[src/rtl/ps2_key_pkg.sv]
// Shared constants, parser states, event record and scancode-to-keycode map
// for the PS/2 key event decoder.
package ps2_key_pkg;

   localparam logic [7:0] SC_E0     = 8'hE0;
   localparam logic [7:0] SC_E1     = 8'hE1;
   localparam logic [7:0] SC_F0     = 8'hF0;
   localparam logic [7:0] SC_BAT    = 8'hAA;
   localparam logic [7:0] SC_ACK    = 8'hFA;
   localparam logic [7:0] SC_RESEND = 8'hFE;
   localparam logic [7:0] SC_ERR0   = 8'h00;
   localparam logic [7:0] SC_ERR1   = 8'hFF;

   localparam logic [7:0] KEY_SPACE = 8'd36;
   localparam logic [7:0] KEY_BKSP  = 8'd37;
   localparam logic [7:0] KEY_DOT   = 8'd38;
   localparam logic [7:0] KEY_ENTER = 8'd98;
   localparam logic [7:0] KEY_DOWN  = 8'd99;
   localparam logic [7:0] KEY_UP    = 8'd100;
   localparam logic [7:0] KEY_NONE  = 8'd255;

   typedef enum logic [2:0] {
      ST_IDLE,
      ST_EXT,
      ST_BRK,
      ST_EXT_BRK,
      ST_PAUSE
   } parse_state_t;

   typedef struct packed {
      logic [7:0] code;
      logic       brk;
      logic       ext;
      logic [7:0] raw;
   } key_evt_t;

   function automatic logic is_ignored(input logic [7:0] b);
      return (b == SC_BAT) || (b == SC_ACK) || (b == SC_RESEND) ||
             (b == SC_ERR0) || (b == SC_ERR1);
   endfunction

   function automatic logic [7:0] map_scancode(input logic [7:0] sc);
      logic [7:0] k;
      case (sc)
         8'h45: k = 8'd0;
         8'h16: k = 8'd1;
         8'h1E: k = 8'd2;
         8'h26: k = 8'd3;
         8'h25: k = 8'd4;
         8'h2E: k = 8'd5;
         8'h36: k = 8'd6;
         8'h3D: k = 8'd7;
         8'h3E: k = 8'd8;
         8'h46: k = 8'd9;
         8'h1C: k = 8'd10;
         8'h32: k = 8'd11;
         8'h21: k = 8'd12;
         8'h23: k = 8'd13;
         8'h24: k = 8'd14;
         8'h2B: k = 8'd15;
         8'h34: k = 8'd16;
         8'h33: k = 8'd17;
         8'h43: k = 8'd18;
         8'h3B: k = 8'd19;
         8'h42: k = 8'd20;
         8'h4B: k = 8'd21;
         8'h3A: k = 8'd22;
         8'h31: k = 8'd23;
         8'h44: k = 8'd24;
         8'h4D: k = 8'd25;
         8'h15: k = 8'd26;
         8'h2D: k = 8'd27;
         8'h1B: k = 8'd28;
         8'h2C: k = 8'd29;
         8'h3C: k = 8'd30;
         8'h2A: k = 8'd31;
         8'h1D: k = 8'd32;
         8'h22: k = 8'd33;
         8'h35: k = 8'd34;
         8'h1A: k = 8'd35;
         8'h29: k = KEY_SPACE;
         8'h66: k = KEY_BKSP;
         8'h49: k = KEY_DOT;
         8'h5A: k = KEY_ENTER;
         8'h72: k = KEY_DOWN;
         8'h75: k = KEY_UP;
         default: k = KEY_NONE;
      endcase
      return k;
   endfunction

endpackage

[src/rtl/ps2_event_fifo.sv]
// Synchronous FIFO; a push into a full FIFO succeeds only alongside a pop.
// The head reads as zero while empty.
module ps2_event_fifo #(
   parameter int WIDTH = 18,
   parameter int DEPTH = 8
) (
   input  logic                     clk,
   input  logic                     rst_n,
   input  logic                     push,
   input  logic [WIDTH-1:0]         din,
   input  logic                     pop,
   output logic [WIDTH-1:0]         dout,
   output logic [$clog2(DEPTH):0]   count,
   output logic                     full,
   output logic                     empty
);

   localparam int AW = $clog2(DEPTH);

   logic [WIDTH-1:0] mem [DEPTH];
   logic [AW-1:0]    wr_q;
   logic [AW-1:0]    rd_q;
   logic [AW:0]      cnt_q;
   logic             do_push;
   logic             do_pop;

   assign empty   = (cnt_q == '0);
   assign full    = (cnt_q == (AW+1)'(DEPTH));
   assign do_pop  = pop && !empty;
   assign do_push = push && (!full || do_pop);
   assign count   = cnt_q;
   assign dout    = empty ? '0 : mem[rd_q];

   always_ff @(posedge clk) begin
      if (do_push) mem[wr_q] <= din;
   end

   always_ff @(posedge clk or negedge rst_n) begin
      if (!rst_n) begin
         wr_q  <= '0;
         rd_q  <= '0;
         cnt_q <= '0;
      end else begin
         if (do_push) wr_q <= wr_q + AW'(1);
         if (do_pop)  rd_q <= rd_q + AW'(1);
         cnt_q <= cnt_q + (AW+1)'(do_push) - (AW+1)'(do_pop);
      end
   end

endmodule

[src/rtl/ps2_key_event_decoder.sv]
// PS/2 set-2 byte stream parser with held-key map and buffered key events
// delivered over a valid/ready handshake.
module ps2_key_event_decoder
   import ps2_key_pkg::*;
#(
   parameter int FIFO_DEPTH      = 8,
   parameter int EMIT_RELEASE    = 1,
   parameter int SUPPRESS_REPEAT = 1
) (
   input  logic                         CLOCK_50,
   input  logic                         resetn,
   input  logic [7:0]                   received_data,
   input  logic                         received_data_en,
   output logic                         evt_valid,
   input  logic                         evt_ready,
   output logic [7:0]                   evt_code,
   output logic                         evt_release,
   output logic                         evt_extended,
   output logic [7:0]                   evt_raw,
   output logic [127:0]                 key_held,
   output logic [$clog2(FIFO_DEPTH):0]  fifo_count,
   output logic                         overflow
);

   parse_state_t state_q, state_d;
   logic [2:0]   skip_q, skip_d;
   logic         done, rel, ext;
   logic [7:0]   code;
   logic         tracked, is_held, push;
   logic [127:0] held_q;
   logic         ovf_q;
   logic         full, empty;
   key_evt_t     evt_in, head;

   always_comb begin
      state_d = state_q;
      skip_d  = skip_q;
      done    = 1'b0;
      rel     = 1'b0;
      ext     = 1'b0;
      if (received_data_en) begin
         unique case (state_q)
            ST_IDLE: begin
               if (received_data == SC_E0) state_d = ST_EXT;
               else if (received_data == SC_F0) state_d = ST_BRK;
               else if (received_data == SC_E1) begin
                  state_d = ST_PAUSE;
                  skip_d  = 3'd7;
               end else if (!is_ignored(received_data)) done = 1'b1;
            end
            ST_EXT: begin
               if (received_data == SC_F0) state_d = ST_EXT_BRK;
               else if (received_data != SC_E0) begin
                  done    = 1'b1;
                  ext     = 1'b1;
                  state_d = ST_IDLE;
               end
            end
            ST_BRK: begin
               done    = 1'b1;
               rel     = 1'b1;
               state_d = ST_IDLE;
            end
            ST_EXT_BRK: begin
               done    = 1'b1;
               rel     = 1'b1;
               ext     = 1'b1;
               state_d = ST_IDLE;
            end
            ST_PAUSE: begin
               skip_d = skip_q - 3'd1;
               if (skip_q == 3'd1) state_d = ST_IDLE;
            end
            default: state_d = ST_IDLE;
         endcase
      end
   end

   // Filtering: repeats of held keys and (optionally) breaks never reach the FIFO.
   assign code    = map_scancode(received_data);
   assign tracked = !code[7];
   assign is_held = tracked && held_q[code[6:0]];
   assign push    = done && (rel ? (EMIT_RELEASE != 0)
                                 : !((SUPPRESS_REPEAT != 0) && is_held));

   assign evt_in.code = code;
   assign evt_in.brk  = rel;
   assign evt_in.ext  = ext;
   assign evt_in.raw  = received_data;

   always_ff @(posedge CLOCK_50 or negedge resetn) begin
      if (!resetn) begin
         state_q <= ST_IDLE;
         skip_q  <= 3'd0;
         held_q  <= '0;
         ovf_q   <= 1'b0;
      end else begin
         state_q <= state_d;
         skip_q  <= skip_d;
         if (done && tracked) held_q[code[6:0]] <= !rel;
         if (push && full && !evt_ready) ovf_q <= 1'b1;
      end
   end

   ps2_event_fifo #(
      .WIDTH ($bits(key_evt_t)),
      .DEPTH (FIFO_DEPTH)
   ) u_fifo (
      .clk   (CLOCK_50),
      .rst_n (resetn),
      .push  (push),
      .din   (evt_in),
      .pop   (evt_ready),
      .dout  (head),
      .count (fifo_count),
      .full  (full),
      .empty (empty)
   );

   assign evt_valid    = !empty;
   assign evt_code     = head.code;
   assign evt_release  = head.brk;
   assign evt_extended = head.ext;
   assign evt_raw      = head.raw;
   assign key_held     = held_q;
   assign overflow     = ovf_q;

endmodule

[config.mk]
export PLATFORM = sky130hd
export DESIGN_NAME = ps2_key_event_decoder
export DESIGN_NICKNAME = d
export VERILOG_FILES = /design/src/rtl/ps2_key_pkg.sv /design/src/rtl/ps2_event_fifo.sv /design/src/rtl/ps2_key_event_decoder.sv
export SDC_FILE = /design/constraint.sdc
export NUM_CORES = 1
export LEC_CHECK = 0
export CAP_MARGIN = 20
export CORE_UTILIZATION = 62
export CTS_BUF_LIST = sky130_fd_sc_hd__clkbuf_2 sky130_fd_sc_hd__clkbuf_4 sky130_fd_sc_hd__clkbuf_8
export DETAILED_ROUTE_END_ITERATION = 8
export PLACE_DENSITY = 0.88
export SYNTH_ARGS = -nofsm -noshare
export SYNTH_HDL_FRONTEND = slang
export SYNTH_SLANG_ARGS = --single-unit
[constraint.sdc]
create_clock -name CLOCK_50 -period 5.9 [get_ports CLOCK_50]
set_input_delay 1.18 -clock CLOCK_50 [delete_from_list [all_inputs] [get_ports CLOCK_50]]
set_output_delay 1.18 -clock CLOCK_50 [all_outputs]
set_load 0.005 [all_outputs]
==> flow_metrics.py <==
metrics = {
    "critical_path": {
        "cp.arrival_ns": 5.61,
        "worstPathMaxFanout": 20,
        "start_kind": "input port",
        "regToRegStartpoint": "u_fifo.count[2]",
        "crit_type": "input port to flop",
        "crit_path_end_kind": "flop",
        "r2r_setup_slack_ns": 2.46,
        "cp.required_ns": 6.15,
        "timing.rr.end": "u_fifo.mem[2][4]",
        "worstRegToRegCells": 8,
    },
    "clock_network": {
        "cts_hold_repair.buffers": 0,
        "insertion_delay_ns": 0.58,
        "post_cts_buffers": 0,
        "cts_tree": "done",
        "clock-sinks": 289,
        "clk_pin_slew_worst_paths_ns": 0.06,
        "htree_levels": 2,
        "cts_buffer_depth": 3,
        "clockRootBuffer": "clkbuf_8",
        "cts_resized": 0,
        "cts_made_buffers": 45,
    },
    "hold_path": {
        "min_path_cells": 0,
        "hold_end": "key_held[66]",
        "worstHoldPathType": "flop to flop",
        "min-delay-start": "key_held[66]",
    },
    "floorplan": {
        "num_rows": 52,
        "ios": 164,
        "die_w_um": 147,
        "dieArea_um2": 21500,
        "start_util_pct": 63.8,
        "coreArea_um2": 20400,
        "die_h_um": 147,
    },
    "place": {
        "place.gp.congestion": 0.920,
        "portBuffers": 163,
        "numPlacedInstances": 1330,
        "hpwl_um": 22000,
    },
    "synth": {
        "syn_avg_cell_area_um2": 13.1,
        "async_flop_share_pct": 50.2,
        "ys_top_cells_by_count": "dfrtp_1, edfxtp_1, clkbuf_1",
        "yosysSeqAreaShare_pct": 61.2,
        "synth_ff_type": "dfrtp_1",
        "synth_top_cell_area_share_pct": 33.3,
        "ys_ff_latch": 289,
        "syn-cell-area_um2": 13000,
        "syn_inst": 991,
        "synth-edff-count": 144,
        "yosysMostFrequentCell": "dfrtp_1",
        "yosysWarnings": 0,
        "yosys-top-cells-area": "edfxtp_1, dfrtp_1, mux4_2",
        "synthesis.nets": 1020,
        "ys_types": 88,
        "yosysTopAreaCell": "edfxtp_1",
    },
    "finish": {
        "utilization_pct": 77.1,
        "seqCellArea_um2": 7960,
        "fillers": 1149,
        "area_growth_pct": 20.8,
        "diodes": 0,
        "final_cells": 1403,
        "multiInputGateArea_um2": 4330,
        "layout-drive-gt1-share_pct": 16.9,
        "nNetsFinal": 1137,
    },
    "power_and_ir_drop": {
        "ir_drop_mv": 0.254,
        "sw_frac_of_total_pct": 28.3,
        "net-switching-power_uw": 1600,
        "seq_power_share_pct": 44.4,
        "power_density_nw_per_um2": 361,
        "p_leak_uw": 0.00614,
        "clkPwrFrac_pct": 30.0,
        "power.internal_uw": 4060,
        "combPwrFrac_pct": 25.5,
    },
    "grt": {
        "grt_pass1_vias": 9243,
        "grt_pass1_wl_um": 52800,
        "grt_usage_pct": 32.1,
        "grt_max_degree": 96,
        "grt.overflow.total": 0,
        "grt_antenna_before_repair": 0,
    },
    "routing": {
        "dr.pass1.iters": 6,
        "final_antenna_net_count": 0,
        "drtIter0Drc": 1103,
        "drt_wl_total_um": 33900,
        "wl_per_cell_um": 24.1,
        "vias": 9114,
        "drc": 0,
        "via_per_inst": 6.50,
    },
    "flow_run": {
        "cap_viol_max_count": 0,
    },
    "timing": {
        "hold_viol_final": 0,
        "setup_tns_ns": 0,
        "slew_headroom_pct": 37.1,
        "worst_slew_pin_slew_ns": 0.944,
        "finalCriticalPeriod_ns": 5.36,
        "setup_viol": 0,
        "slew_viol_final": 0,
        "grt_setup_unrepaired": "false",
        "fin_skew_ns": 0.0452,
        "min_period_over_period_pct": 90.8,
        "fmax_ghz": 0.187,
    },
    "run_status": {
        "status": "complete, no violations",
    },
}
[power by group through the flow]
| stage | clock [uW] | sequential [uW] | combinational (uW) |
|---|---|---|---|
| global placement | 0 | 2570 | 1340 |
| floorplan | 0 | 2420 | 915 |
| finish | 1700 | 2520 | 1450 |
| CTS | 1720 | 2550 | 1410 |
| global route | 1800 | 2540 | 1550 |
| detailed placement | 0 | 2590 | 1380 |
[stage by stage]
step                      cell area, um^2  hold WS (ns)  power, uW  worst slack, ns
after floorplan                     13000         0.452       3330           -0.104
after global placement              14800         0.364       3900            0.229
after detailed placement            14800         0.364       3970           0.0392
after CTS                           15700         0.380       5680            0.620
after global routing                15700         0.384       5890            0.413
final                               15700         0.376       5670            0.543
[final cells by class]
class | instances | area share (%)
sequential | 289 | 50.7
multi-input combinational | 540 | 27.6
timing repair buffer | 204 | 13.1
clock buffer | 64 | 5.02
tap | 270 | 2.15
clock inverter | 8 | 0.710
inverter | 28 | 0.702
[flip-flops by register name, indices dropped and copies added, names as in the netlist]
register and flops:
key_held 128, overflow 1, skip_q 3, state_q 3, u_fifo.count 4, u_fifo.mem 144
u_fifo.rd_q 3, u_fifo.wr_q 3
[cell families after synthesis]
kind of cell / share of synthesized area (%)
AOI/OAI and AO/OA: 13.3
xor gates and xnor gates: 0.405
adders and majority gates: 1.70
buffers and inverters: 5.52
DFF: 61.2
muxes: 10.2
and+or+nand+nor: 7.67
[critical path, stage by stage]
cell	delay, ns
clkdlybuf4s50_1	0.43
buf_4	0.22
ha_1	0.22
mux2_4	0.28
a311o_1	0.37
a221oi_2	0.44
nor3_4	0.09
inv_4	0.21
buf_4	0.22
mux4_1	0.56
nand2_1	0.11
o211ai_2	0.09
and4b_4	0.26
a311oi_2	0.28
and3b_1	0.40
buf_4	0.24
[per-layer routing]
metal / part of all wire [%] / global-route usage (%) / wire length, um / vias up
li1: - / - / - / 3929
met1: 37 / 41.9 / 12600 / 4421
met2: 50 / 53.9 / 16800 / 649
met3: 10 / 6.61 / 3420 / 115
met4: 3.2 / 11.4 / 1080 / 0
met5: 0 / 0 / 0 / -
[cell usage in the layout, fill, tap and decap left out, types with 4 or more instances in the layout]
master	count
mux2i_1	26
o22ai_1	7
nor3_1	6
nor2_1	46
edfxtp_1	144
inv_1	23
a31o_2	4
o211ai_1	4
clkdlybuf4s50_1	162
buf_12	8
a31oi_1	6
and3_1	7
o21a_1	4
a211oi_1	10
o21ai_0	79
clkbuf_4	15
o221ai_1	8
mux4_2	39
ha_1	16
nand3_1	30
nand2b_1	8
and2_1	9
a21oi_1	14
nor2b_1	9
mux2_2	6
nand2_1	53
clkbuf_8	49
and3b_1	4
a21boi_0	4
dfrtp_1	143
o31ai_1	60
buf_4	32
[worst max-delay path by stage]
stage / start / to / slack [ns] / depth (start not counted)
final: received_data[1] / u_fifo.mem[2][4] / 0.54 / 16
after global routing: received_data[1] / u_fifo.mem[2][0] / 0.41 / 16
after CTS: received_data[1] / u_fifo.mem[2][4] / 0.62 / 16
after detailed placement: received_data[1] / u_fifo.mem[2][7] / 0.04 / 16
after global placement: received_data[1] / u_fifo.mem[2][1] / 0.23 / 16
after floorplan: received_data[1] / u_fifo.mem[0][0] / -0.10 / 15
(Power assumes the default switching activity.)
